## config.mk

```make
export PLATFORM = sky130hd
export DESIGN_NAME = mem2wbk_fifo
export DESIGN_NICKNAME = d
export VERILOG_FILES = /design/src/rtl/mem2wbk_fifo.sv
export SDC_FILE = /design/constraint.sdc
export NUM_CORES = 1
export LEC_CHECK = 0
export ABC_AREA = 0
export CAP_MARGIN = 10
export CORE_MARGIN = 2
export CORE_UTILIZATION = 55
export CTS_CLUSTER_SIZE = 40
export DETAILED_ROUTE_END_ITERATION = 8
export GPL_TIMING_DRIVEN = 0
export PLACE_DENSITY_LB_ADDON = 0.3
export SYNTH_ARGS = -nofsm -noshare
export SYNTH_HDL_FRONTEND = slang
export SYNTH_SLANG_ARGS = --single-unit
```

## constraint.sdc

```tcl
create_clock -name clk -period 4.4 [get_ports clk]
set_input_delay 0.88 -clock clk [delete_from_list [all_inputs] [get_ports clk]]
set_output_delay 0.88 -clock clk [all_outputs]
set_load 0.01 [all_outputs]
```

## src/rtl/mem2wbk_fifo.sv

```systemverilog
// mem2wbk_fifo: 2-entry MEM->WBK pipeline FIFO with registered head outputs.
// Define MEM2WBK_FLUSH_EN to add the synchronous MEM2WBK_FLUSH_SM input.
module mem2wbk_fifo (
    input  logic        clk,
    input  logic        reset_n,
`ifdef MEM2WBK_FLUSH_EN
    input  logic        MEM2WBK_FLUSH_SM,
`endif
    input  logic [31:0] MEM_RES_SM,
    input  logic [5:0]  MEM_DEST_SM,
    input  logic        WB_SM,
    input  logic [31:0] PC_MEM2WBK_SM,
    input  logic [31:0] CSR_RDATA_SM,
    input  logic        CSR_WENABLE_SM,
    input  logic        MULT_INST_SM,
    input  logic        MEM2WBK_PUSH_SM,
    input  logic        MEM2WBK_POP_SW,
    output logic [31:0] MEM_RES_RM,
    output logic [5:0]  MEM_DEST_RM,
    output logic        WB_RM,
    output logic [31:0] PC_MEM2WBK_RM,
    output logic [31:0] CSR_RDATA_RM,
    output logic        CSR_WENABLE_RM,
    output logic        MULT_INST_RM,
    output logic        MEM2WBK_EMPTY_SM,
    output logic        MEM2WBK_FULL_SM
);
    logic [104:0] r_mem [2];
    logic         r_wptr, r_rptr;
    logic [1:0]   r_cnt;
    logic         w_push, w_pop, w_flush;
    logic [104:0] w_din, w_head;
`ifdef MEM2WBK_FLUSH_EN
    assign w_flush = MEM2WBK_FLUSH_SM;
`else
    assign w_flush = 1'b0;
`endif
    assign w_din  = {MEM_RES_SM, MEM_DEST_SM, WB_SM, PC_MEM2WBK_SM, CSR_RDATA_SM, CSR_WENABLE_SM, MULT_INST_SM};
    assign w_pop  = MEM2WBK_POP_SW && (r_cnt != 2'd0);
    // a same-cycle pop frees the slot, so a full FIFO can still accept
    assign w_push = MEM2WBK_PUSH_SM && ((r_cnt != 2'd2) || w_pop);
    always_ff @(posedge clk or negedge reset_n) begin
        if (!reset_n) begin
            r_mem[0] <= '0;
            r_mem[1] <= '0;
            r_wptr   <= 1'b0;
            r_rptr   <= 1'b0;
            r_cnt    <= 2'd0;
        end else if (w_flush) begin
            r_wptr <= 1'b0;
            r_rptr <= 1'b0;
            r_cnt  <= 2'd0;
        end else begin
            if (w_push) begin
                r_mem[r_wptr] <= w_din;
                r_wptr        <= ~r_wptr;
            end
            if (w_pop) r_rptr <= ~r_rptr;
            r_cnt <= r_cnt + {1'b0, w_push} - {1'b0, w_pop};
        end
    end
    assign w_head = r_mem[r_rptr];
    assign {MEM_RES_RM, MEM_DEST_RM, WB_RM, PC_MEM2WBK_RM, CSR_RDATA_RM, CSR_WENABLE_RM, MULT_INST_RM} = w_head;
    assign MEM2WBK_EMPTY_SM = (r_cnt == 2'd0);
    assign MEM2WBK_FULL_SM  = (r_cnt == 2'd2);
endmodule

```

==> qor.csv <==
stage,metric,value,unit
status,outcome,"finished, final reports clean",
global_routing,grt_max_degree,123,
detailed_routing,postRouteAntennaNets,0,
global_routing,antenna_found_initial,0,
cts,cts.reportedPaths.clkPinSlew,0.06,ns
critical_path,reg2reg_from,r_cnt[0],
detailed_routing,routed-wl-met3,1620,um
synth,synthDistinctLibCells,16,
detailed_routing,drt_wl_total,21900,um
detailed_routing,drt_iter0_drc,149,
detailed_routing,post_drt_wl_per_cell,20.6,um
power,peakVddDrop,0.460,mV
timing,final.min_clock_period,4.07,ns
global_routing,grtUsageTotal,0.234,
synth,synth_most_common_cell,mux2_2,
timing,clock-skew-final,0.0125,ns
floorplanning,ios,216,
synth,synth.yosys.warnings,0,
detailed_routing,routed.top_layer,met4,
cts,cts_hold_buf,0,
synth,synth-main-ff-cell,dfrtp_1,
synth,yosysTopAreaCell,dfrtp_1,
cells_and_area,area_growth,33.8,%
critical_path,worstPathCellList,"clkbuf_1, clkbuf_1, clkbuf_1, mux2_2, clkdlybuf4s50_1",
critical_path,critical-path-max-stage-delay,0.64,ns
critical_path,crit_path_start_kind,flop,
cts,tritoncts,yes,
timing,worstMarginPinSlew,0.919,ns
detailed_routing,dr.pass1.iters,4,
detailed_routing,route.detailed.drc,0,
timing,slew_violations,0,
synth,synthMuxAreaShare,0.407,
critical_path,worst_ep_arrival_time,3.19,ns
synth,syn_area,9640,um2
timing,finalSetupViolations,0,
detailed_routing,wl_met2,10800,um
detailed_routing,drt-met1-wl,8920,um
critical_path,end_kind,output port,
floorplanning,row_count,48,
power,finalPower,10900,uW
synth,synth_top_area_share,0.556,
critical_path,cpMaxStageDelayCell,clkbuf_1,
timing,setup_ws,0.332,ns
power,powerDensity,842,nW/um2
floorplanning,die_h,136,um
critical_path,path_buf_inv,4,
synth,synth_xor_area_frac,0.00363,
critical_path,crit_top_cell,clkbuf_1,
floorplanning,core,17200,um2
synth,yosysSeqAreaShare,0.556,
timing,fmax,0.246,GHz
critical_path,timing.rr.end,r_mem[78],
cts,cts-root-buf,clkbuf_16,
cells_and_area,antenna_cells,0,
critical_path,reg2reg_slack,2.44,ns
cts,postCtsSetupBuffers,0,
cells_and_area,drive_gt1_frac,0.456,
synth,synth-edff-count,0,
synth,syn_nets,690,
global_routing,grt-ovfl-total,0,
global_routing,grt_pass1_vias,6326,
synth,ys_ff_latch,214,
critical_path,rr_worst_depth,6,
cts,ctsHtreeMaxLevel,1,
placed_design,place_hpwl,15300,um
cts,clock-sinks,214,
timing,min_period_over_period,0.925,
synth,synth_common_cells,"215 x mux2_2, 214 x dfrtp_1, 100 x mux2_4",
critical_path,path_delay_family,buffers and inverters,
global_routing,grt_pass1_wl,33900,um
critical_path,critPathMaxFanout,10,
placed_design,io_buffers,215,
synth,async_flop_share,1.00,
timing,slew_headroom,0.387,
floorplanning,dieArea,18600,um2
timing,timing.setup.tns,0,ns
power,power_leakage,0.00554,uW
synth,synth_simple_gate_area_share,0.00454,
critical_path,crit_required,3.52,ns
synth,ys_top_cells_by_area,"dfrtp_1 56%, mux2_2 25%, mux2_4 16%",
detailed_routing,vias,5684,
synth,synth_top_family_by_area,multiplexers,
timing,hold_violations,0,
cts,numCtsBuffers,23,
cts,clk_latency,0.50,ns
critical_path,crit_type,flop to output port,
synth,syn_inst,579,
placed_design,gp_congestion,0.745,
floorplanning,initial_utilization,0.559,
cts,post_cts_resized,0,
floorplanning,fp.dieW,136,um
synth,syn_area_per_cell,16.6,um2
hold_path,hold_path.class,input port to asynchronous set/reset pin,
cells_and_area,nets,931,
timing,rsz0062_at_grt,no,
synth,synth_compound_area_frac,0,
synth,synthAdderAreaFrac,0.00260,
cts,clock_path_buffers,3,
job,maxCapViolCount,0,
placed_design,dp_slack,0.777,ns
detailed_routing,viasPerCell,5.35,
[registers in the layout (all words and copies together) (netlist names)]
register and flops:
r_mem 210, r_cnt 2, r_rptr 1, r_wptr 1
[how the worst max path moves through the flow]
stage | from | end | slack, ns | cells past startpoint
global placement | reset_n | r_mem[130] | -5.76 | 1
detailed placement | r_rptr | MEM_RES_RM[20] | 0.78 | 5
CTS | r_rptr | MEM_RES_RM[20] | 0.30 | 5
finish | r_rptr | MEM_RES_RM[22] | 0.33 | 5
floorplan | r_rptr | CSR_RDATA_RM[31] | 1.95 | 4
global route | r_rptr | MEM_RES_RM[20] | 0.18 | 5
[cells in the final DEF, fill, tap and decap left out, types with 2 or more instances in the layout]
| cell type | n |
|---|---|
| xnor2_1 | 3 |
| clkbuf_16 | 23 |
| clkinv_2 | 5 |
| bufinv_16 | 2 |
| mux2_2 | 215 |
| buf_6 | 14 |
| clkdlybuf4s50_1 | 214 |
| clkbuf_8 | 8 |
| mux2_4 | 100 |
| dfrtp_1 | 214 |
| buf_2 | 11 |
| nor2b_1 | 2 |
| ha_1 | 2 |
| clkbuf_1 | 13 |
[area by class of cell]
class	count	area [um2]
buffer	36	254
clock buffer	33	693
clock inverter	9	101
fill	1030	4340
inverter	1	3.75
multi-input combinational	328	4030
sequential	214	5360
tap	225	282
timing repair buffer	216	2180
[cells by family after synthesis]
logic type / count (synthesis)
mux: 315
flops: 214
buf+inv: 37
simple gates: 7
xor+xnor: 4
fa+ha+maj: 2
[report_power, final]
group | internal [uW] | switching [uW] | total [uW] | leakage (uW)
Sequential | 2990 | 544 | 3530 | 0.00252
Clock | 1210 | 769 | 1980 | 0.000396
Combinational | 3400 | 1940 | 5340 | 0.00263
[layer usage]
layer	vias to the layer above	global-route usage
met5	-	0
met4	0	0.0625
met3	41	0.0652
met2	176	0.401
met1	2914	0.293
li1	2553	-
[through the flow]
step	hold slack [ns]	cells	cell area (um2)	util
after floorplan	0.452	579	9640	-
after global placement	0.467	1019	12100	0.700
after detailed placement	0.485	1020	12100	0.702
after CTS	0.496	1062	12900	0.748
after global routing	0.509	1062	12900	0.748
final	0.430	1062	12900	0.748
Power figures use the tool's default switching activity.
==> patch 1 (config.mk and constraints unchanged) <==
The option `MEM2WBK_FLUSH_EN` is turned on by a define.
--- a/src/rtl/mem2wbk_fifo.sv
+++ b/src/rtl/mem2wbk_fifo.sv
@@ -2,2 +2,4 @@
 // Define MEM2WBK_FLUSH_EN to add the synchronous MEM2WBK_FLUSH_SM input.
+`define MEM2WBK_FLUSH_EN
+
 module mem2wbk_fifo (
Ports: changed (added MEM2WBK_FLUSH_SM); port bits go from 216 to 217. The function was not compared with the original's and may differ.
==> patch 1 against the original RTL <==
  * Routed wire length grew 0.24%
  * Setup slack gained 0.13 ns
  * Area after synthesis down 2.1%
  * Sequential cell count unchanged
  * Combinational power down 37%
  * Largest cell class unchanged
  * Final area down 0.98%
  * Count of clock-buffer cells in the layout shrank 5
  * Via count increased by 1.2%
  * Power fell by 20%
==> patch 1: results (changes against the original RTL) <==
- Routed WL per cell: 20.6 microns (+0.15%)
- The HPWL after detailed placement is 15.1 mm (-1.7%).
- Initial DRC count: 199 (+34%)
- Status: completed
- Least-Margin Pin Slew: 0.686 ns (-0.233 ns)
- The filler cell count in the final layout was 987 (-4.2%).
- Net count after synthesis: 696 (+0.87%)
- The maximum VDD drop came to 0.455 mV (-1.2%).
- GRT Total Usage: 24.4% (+0.97 points)
- The largest incremental delay on the critical path is 0.57 ns (-0.07 ns).
* Leak pwr: 5.39 nW (-2.7%)
- The number of placed instances, taps included is 1,021 (+0.098%).
* Part of the Yosys area used for sequential elements: 56.8% (+1.2 points)
- The internal power came to 6.33 mW (-17%).
- The maximum number of pins on one net before global-route repair was 135 (+9.8%).
- Number of library cell types mapped by synthesis: 19 (+3)
- The worst clock skew came to 0.00708 ns (-0.00541 ns).
* Place WS: 0.948 ns (+0.172 ns)
- The count of input and output buffers is 216 (+0.47%).
* Critical Path AT: 3.05 ns (-0.14 ns)
- Top post-synthesis cells by area: sky130_fd_sc_hd__dfrtp_1 (57%), sky130_fd_sc_hd__mux2_2 (32%), sky130_fd_sc_hd__mux2_4 (8.0%), sky130_fd_sc_hd__buf_6 (0.72%), sky130_fd_sc_hd__buf_2 (0.69%)
- Via count of the first global-routing pass: 6,458 (+2.1%)
- The final RePlAce weighted congestion was 0.787 (+5.6%).
- Cell types with the highest counts after synthesis: sky130_fd_sc_hd__mux2_2 (265), sky130_fd_sc_hd__dfrtp_1 (214), sky130_fd_sc_hd__mux2_4 (50), sky130_fd_sc_hd__buf_2 (13), sky130_fd_sc_hd__clkbuf_1 (12)
- The fraction of final layout cells with drive strength greater than 1 is 45.1% (-0.51 points).
- The post-layout net count was 938 (+0.75%).
* Mean post-synth cell area: 16.2 sq um (-3.0%)
* Number of non-filler instances in the completed layout: 1,063 (+0.094%)
* Antenna violations before repair: 1 (+1)
## patch 1: layout make-up
| type | count | area [sq um] | area share [%] |
|---|---|---|---|
| clock buffer | 28 | 624 | 4.89 |
| clock inverter | 13 | 243 | 1.90 |
| tap | 220 | 275 | 2.15 |
| buffer | 35 | 208 | 1.63 |
| multi-input combinational | 333 | 3860 | 30.2 |
| sequential | 214 | 5360 | 41.9 |
| antenna | 1 | 2.50 | 0.0196 |
| timing repair buffer | 217 | 2190 | 17.2 |
| inverter | 2 | 7.51 | 0.0588 |
## patch 1: cells by family after synthesis
family / Yosys count / share of synthesized area [%]
muxes: 315 / 39.6
xor gates and xnor gates: 3 / 0.279
and+or+nand+nor: 11 / 0.650
DFF: 214 / 56.8
AOI/OAI and AO/OA: 2 / 0.172
buffers and inverters: 37 / 2.28
adders and majority gates: 2 / 0.265
## patch 1: metal layers
metal / GRT usage [%] / routed length [microns] / vias up
met5: 0 / 0 / -
met4: 6.08 / 469 / 0
met3: 7.36 / 1720 / 34
met2: 42.5 / 11100 / 172
met1: 29.8 / 8700 / 2969
li1: - / - / 2577
## patch 1: power groups by stage
stage          Combinational (mW)  Sequential [mW]  Clock, mW
2_1_floorplan                1.91             3.03          0
3_3_place_gp                 3.27             3.10          0
3_5_place_dp                 3.36             3.18          0
4_1_cts                      3.41             3.16       2.23
5_1_grt                      3.58             3.25       2.31
6_report                     3.36             3.17       2.19
## patch 1: path summary, 6_finish.rpt
path	slack, ns	depth (start not counted)	startpoint	to
worst max-delay path	0.47	5	r_rptr	MEM_RES_RM[21]
worst min-delay path	0.35	1	reset_n	r_mem[123]
worst max register to register	2.10	5	r_cnt[0]	r_mem[178]
worst min register to register	0.50	1	r_mem[197]	r_mem[197]
max in group asynchronous	2.99	2	reset_n	r_mem[146]
min in group clk	0.50	1	r_mem[197]	r_mem[197]
## patch 1: per-stage QoR
step / utilization [%] / TNS (ns) / cell area (sq um) / hold WS, ns
floorplan: - / 0 / 9430 / 0.475
global placement: 71.1 / -1224.14 / 11900 / 0.482
detailed placement: 71.3 / 0 / 11900 / 0.489
CTS: 76.5 / 0 / 12800 / 0.363
global route: 76.5 / 0 / 12800 / 0.400
finish: 76.5 / 0 / 12800 / 0.352
## patch 1: worst max-delay path, delay by kind of cell (launching register included)
family / cells / cell delay, ns
mux: 1 / 0.41
buf+inv: 4 / 1.83
flops: 1 / 0.32
==> patch 2 (same flow settings) <==
Made on the original files. Make the reset (`reset_n`) synchronous in one clocked block.
--- a/src/rtl/mem2wbk_fifo.sv
+++ b/src/rtl/mem2wbk_fifo.sv
@@ -41,3 +41,3 @@
     assign w_push = MEM2WBK_PUSH_SM && ((r_cnt != 2'd2) || w_pop);
-    always_ff @(posedge clk or negedge reset_n) begin
+    always_ff @(posedge clk) begin
         if (!reset_n) begin
Check against the original RTL: differs if reset_n is asserted again (counterexample within 4 cycles, from zero or initial values and one cycle with reset_n low); with reset_n held inactive, the same outputs for 4 cycles.
==> patch 2 against the original RTL <==
  * Via count decreased by 3.2%
  * Largest cell class unchanged
  * Area after synthesis decreased by 2.8%
  * Sequential cell count rose by 1
  * Routed wire length decreased by 8.5%
  * Register-to-register slack got worse by 0.63 ns
  * Setup slack improved by 0.27 ns
  * Synthesized cell count is 2.4% higher
  * Final area decreased by 1.9%
  * Critical path type unchanged
Power is not compared: it rests on default switching activity, and its combinational part moved more than twofold at a synthesized area within 25%.
==> patch 2: results (changes against the original RTL) <==
- R2r endpoint: r_mem[1][54]
- Critical Path AT: 2.92 ns (-0.27 ns)
- The complex-gate fraction of the synthesized area is 0.294% (+0.29 points).
* Half-perimeter wire length after detailed placement: 13.7 mm (-11%)
- The routed via count is 5,504 (-3.2%).
* Die Width: 135 microns (-1.3%)
- Number of library cell types mapped by synthesis: 24 (+8)
* R2r setup slk: 1.81 ns (-0.63 ns)
- Net count after synthesis: 703 (+1.9%)
- Count of fill cells added during filler insertion: 997 (-3.2%)
* Initial DRC count: 266 (+79%)
- Routed WL per cell: 18.7 microns (-9.4%)
- Fraction of the mapped netlist area in adder cells: 0.133% (-0.13 points)
- The run finished with clean final reports.
* Via count of the first global-routing pass: 5,908 (-6.6%)
- The overall track demand over capacity in global routing was 22.0% (-1.4 points).
- For the worst-skew pair, the clock arrives at the later sink with an insertion delay of between 0.4 and 0.5 ns.
- Pin count of the biggest net entering global routing: 66 (-46%)
- Share of the synthesized netlist area taken by xor and xnor gates: 0.187% (-0.18 points)
- The register area share after synthesis came to 68.3% (+13 points).
* Crit Reg-Reg Startpoint: r_cnt[1]
- The final RePlAce weighted congestion is 0.767 (+2.9%).
- The worst clock skew came to 0.0112 ns (-0.00126 ns).
* Master cell of the clock root buffer: sky130_fd_sc_hd__clkbuf_16
- Top post-synthesis cells by area: sky130_fd_sc_hd__edfxtp_1 (67%), sky130_fd_sc_hd__and2_1 (13%), sky130_fd_sc_hd__mux2_2 (13%), sky130_fd_sc_hd__and2_4 (2.2%), sky130_fd_sc_hd__buf_6 (1.4%)
- Mux contribution to synthesized area: 12.7% (-28 points)
* Share of layout cells above drive strength 1: 21.6% (-24 points)
- The path class of the tightest hold or removal check is register to register.
- The first-pass GRT wire length is 30.9 mm (-8.9%).
* Dominant register cell in the synthesized netlist: sky130_fd_sc_hd__edfxtp_1
* Cell types with the highest counts after synthesis: sky130_fd_sc_hd__edfxtp_1 (210), sky130_fd_sc_hd__and2_1 (190), sky130_fd_sc_hd__mux2_2 (105), sky130_fd_sc_hd__and2_4 (24), sky130_fd_sc_hd__clkbuf_1 (16)
==> patch 2: critical path, delay by kind of cell (launching register included) <==
family	cells	cell delay (ns)
muxes	1	0.37
buffers and inverters	4	1.75
DFF	1	0.30
==> patch 2: how the worst max path moves through the flow <==
stage,start,end,slack [ns],depth (start not counted)
after global placement,MEM2WBK_POP_SW,r_mem[0][38],-1.87,4
after global routing,register,MEM_DEST_RM[5],0.45,5
final,register,MEM_DEST_RM[2],0.60,5
after detailed placement,reset_n,r_mem[1][41],0.82,6
after floorplan,MEM2WBK_POP_SW,r_mem[0][0],0.14,3
after CTS,register,MEM_DEST_RM[1],0.52,5
==> patch 2: per-stage QoR <==
step	hold WS, ns	utilization [%]	std cells	setup slack, ns	area [sq um]
floorplan	0.552	-	593	0.136	9380
finish	0.611	76.0	1073	0.600	12700
global route	0.661	76.0	1073	0.448	12700
CTS	0.613	76.0	1073	0.521	12700
detailed placement	0.586	71.8	1033	0.824	12000
global placement	0.569	70.9	1028	-1.87	11800
==> patch 2: kinds of logic after synthesis <==
| kind of cell | Yosys count |
|---|---|
| fa+ha+maj | 1 |
| mux | 106 |
| xor+xnor | 2 |
| simple gates | 228 |
| flops | 215 |
| buf+inv | 36 |
| compound gates | 5 |
==> patch 2: routing by layer <==
| metal | part of all wire (%) | up-vias | routed length [microns] | global-route usage [%] |
|---|---|---|---|---|
| met5 | 0.065 | - | 13 | 0 |
| met4 | 3.1 | 2 | 628 | 6.96 |
| met3 | 5.6 | 39 | 1130 | 4.50 |
| met2 | 52 | 175 | 10300 | 39.6 |
| met1 | 40 | 2682 | 7920 | 26.9 |
| li1 | - | 2606 | - | - |
==> patch 2: power groups by stage <==
stage	combinational [mW]	sequential (mW)	clock, mW
finish	1.32	2.50	1.82
global route	1.40	2.52	1.92
CTS	1.34	2.50	1.84
detailed placement	1.32	2.55	0
global placement	1.27	2.55	0
floorplan	0.645	2.53	0
==> patch 2: area by class of cell <==
type,count,share of cell area (%)
clock inverters,14,0.929
repair buffers,220,18.0
plain buffers,36,1.83
multi-input cells,342,21.8
clock buffers,26,4.64
well taps,220,2.18
flip-flops and latches,215,50.6
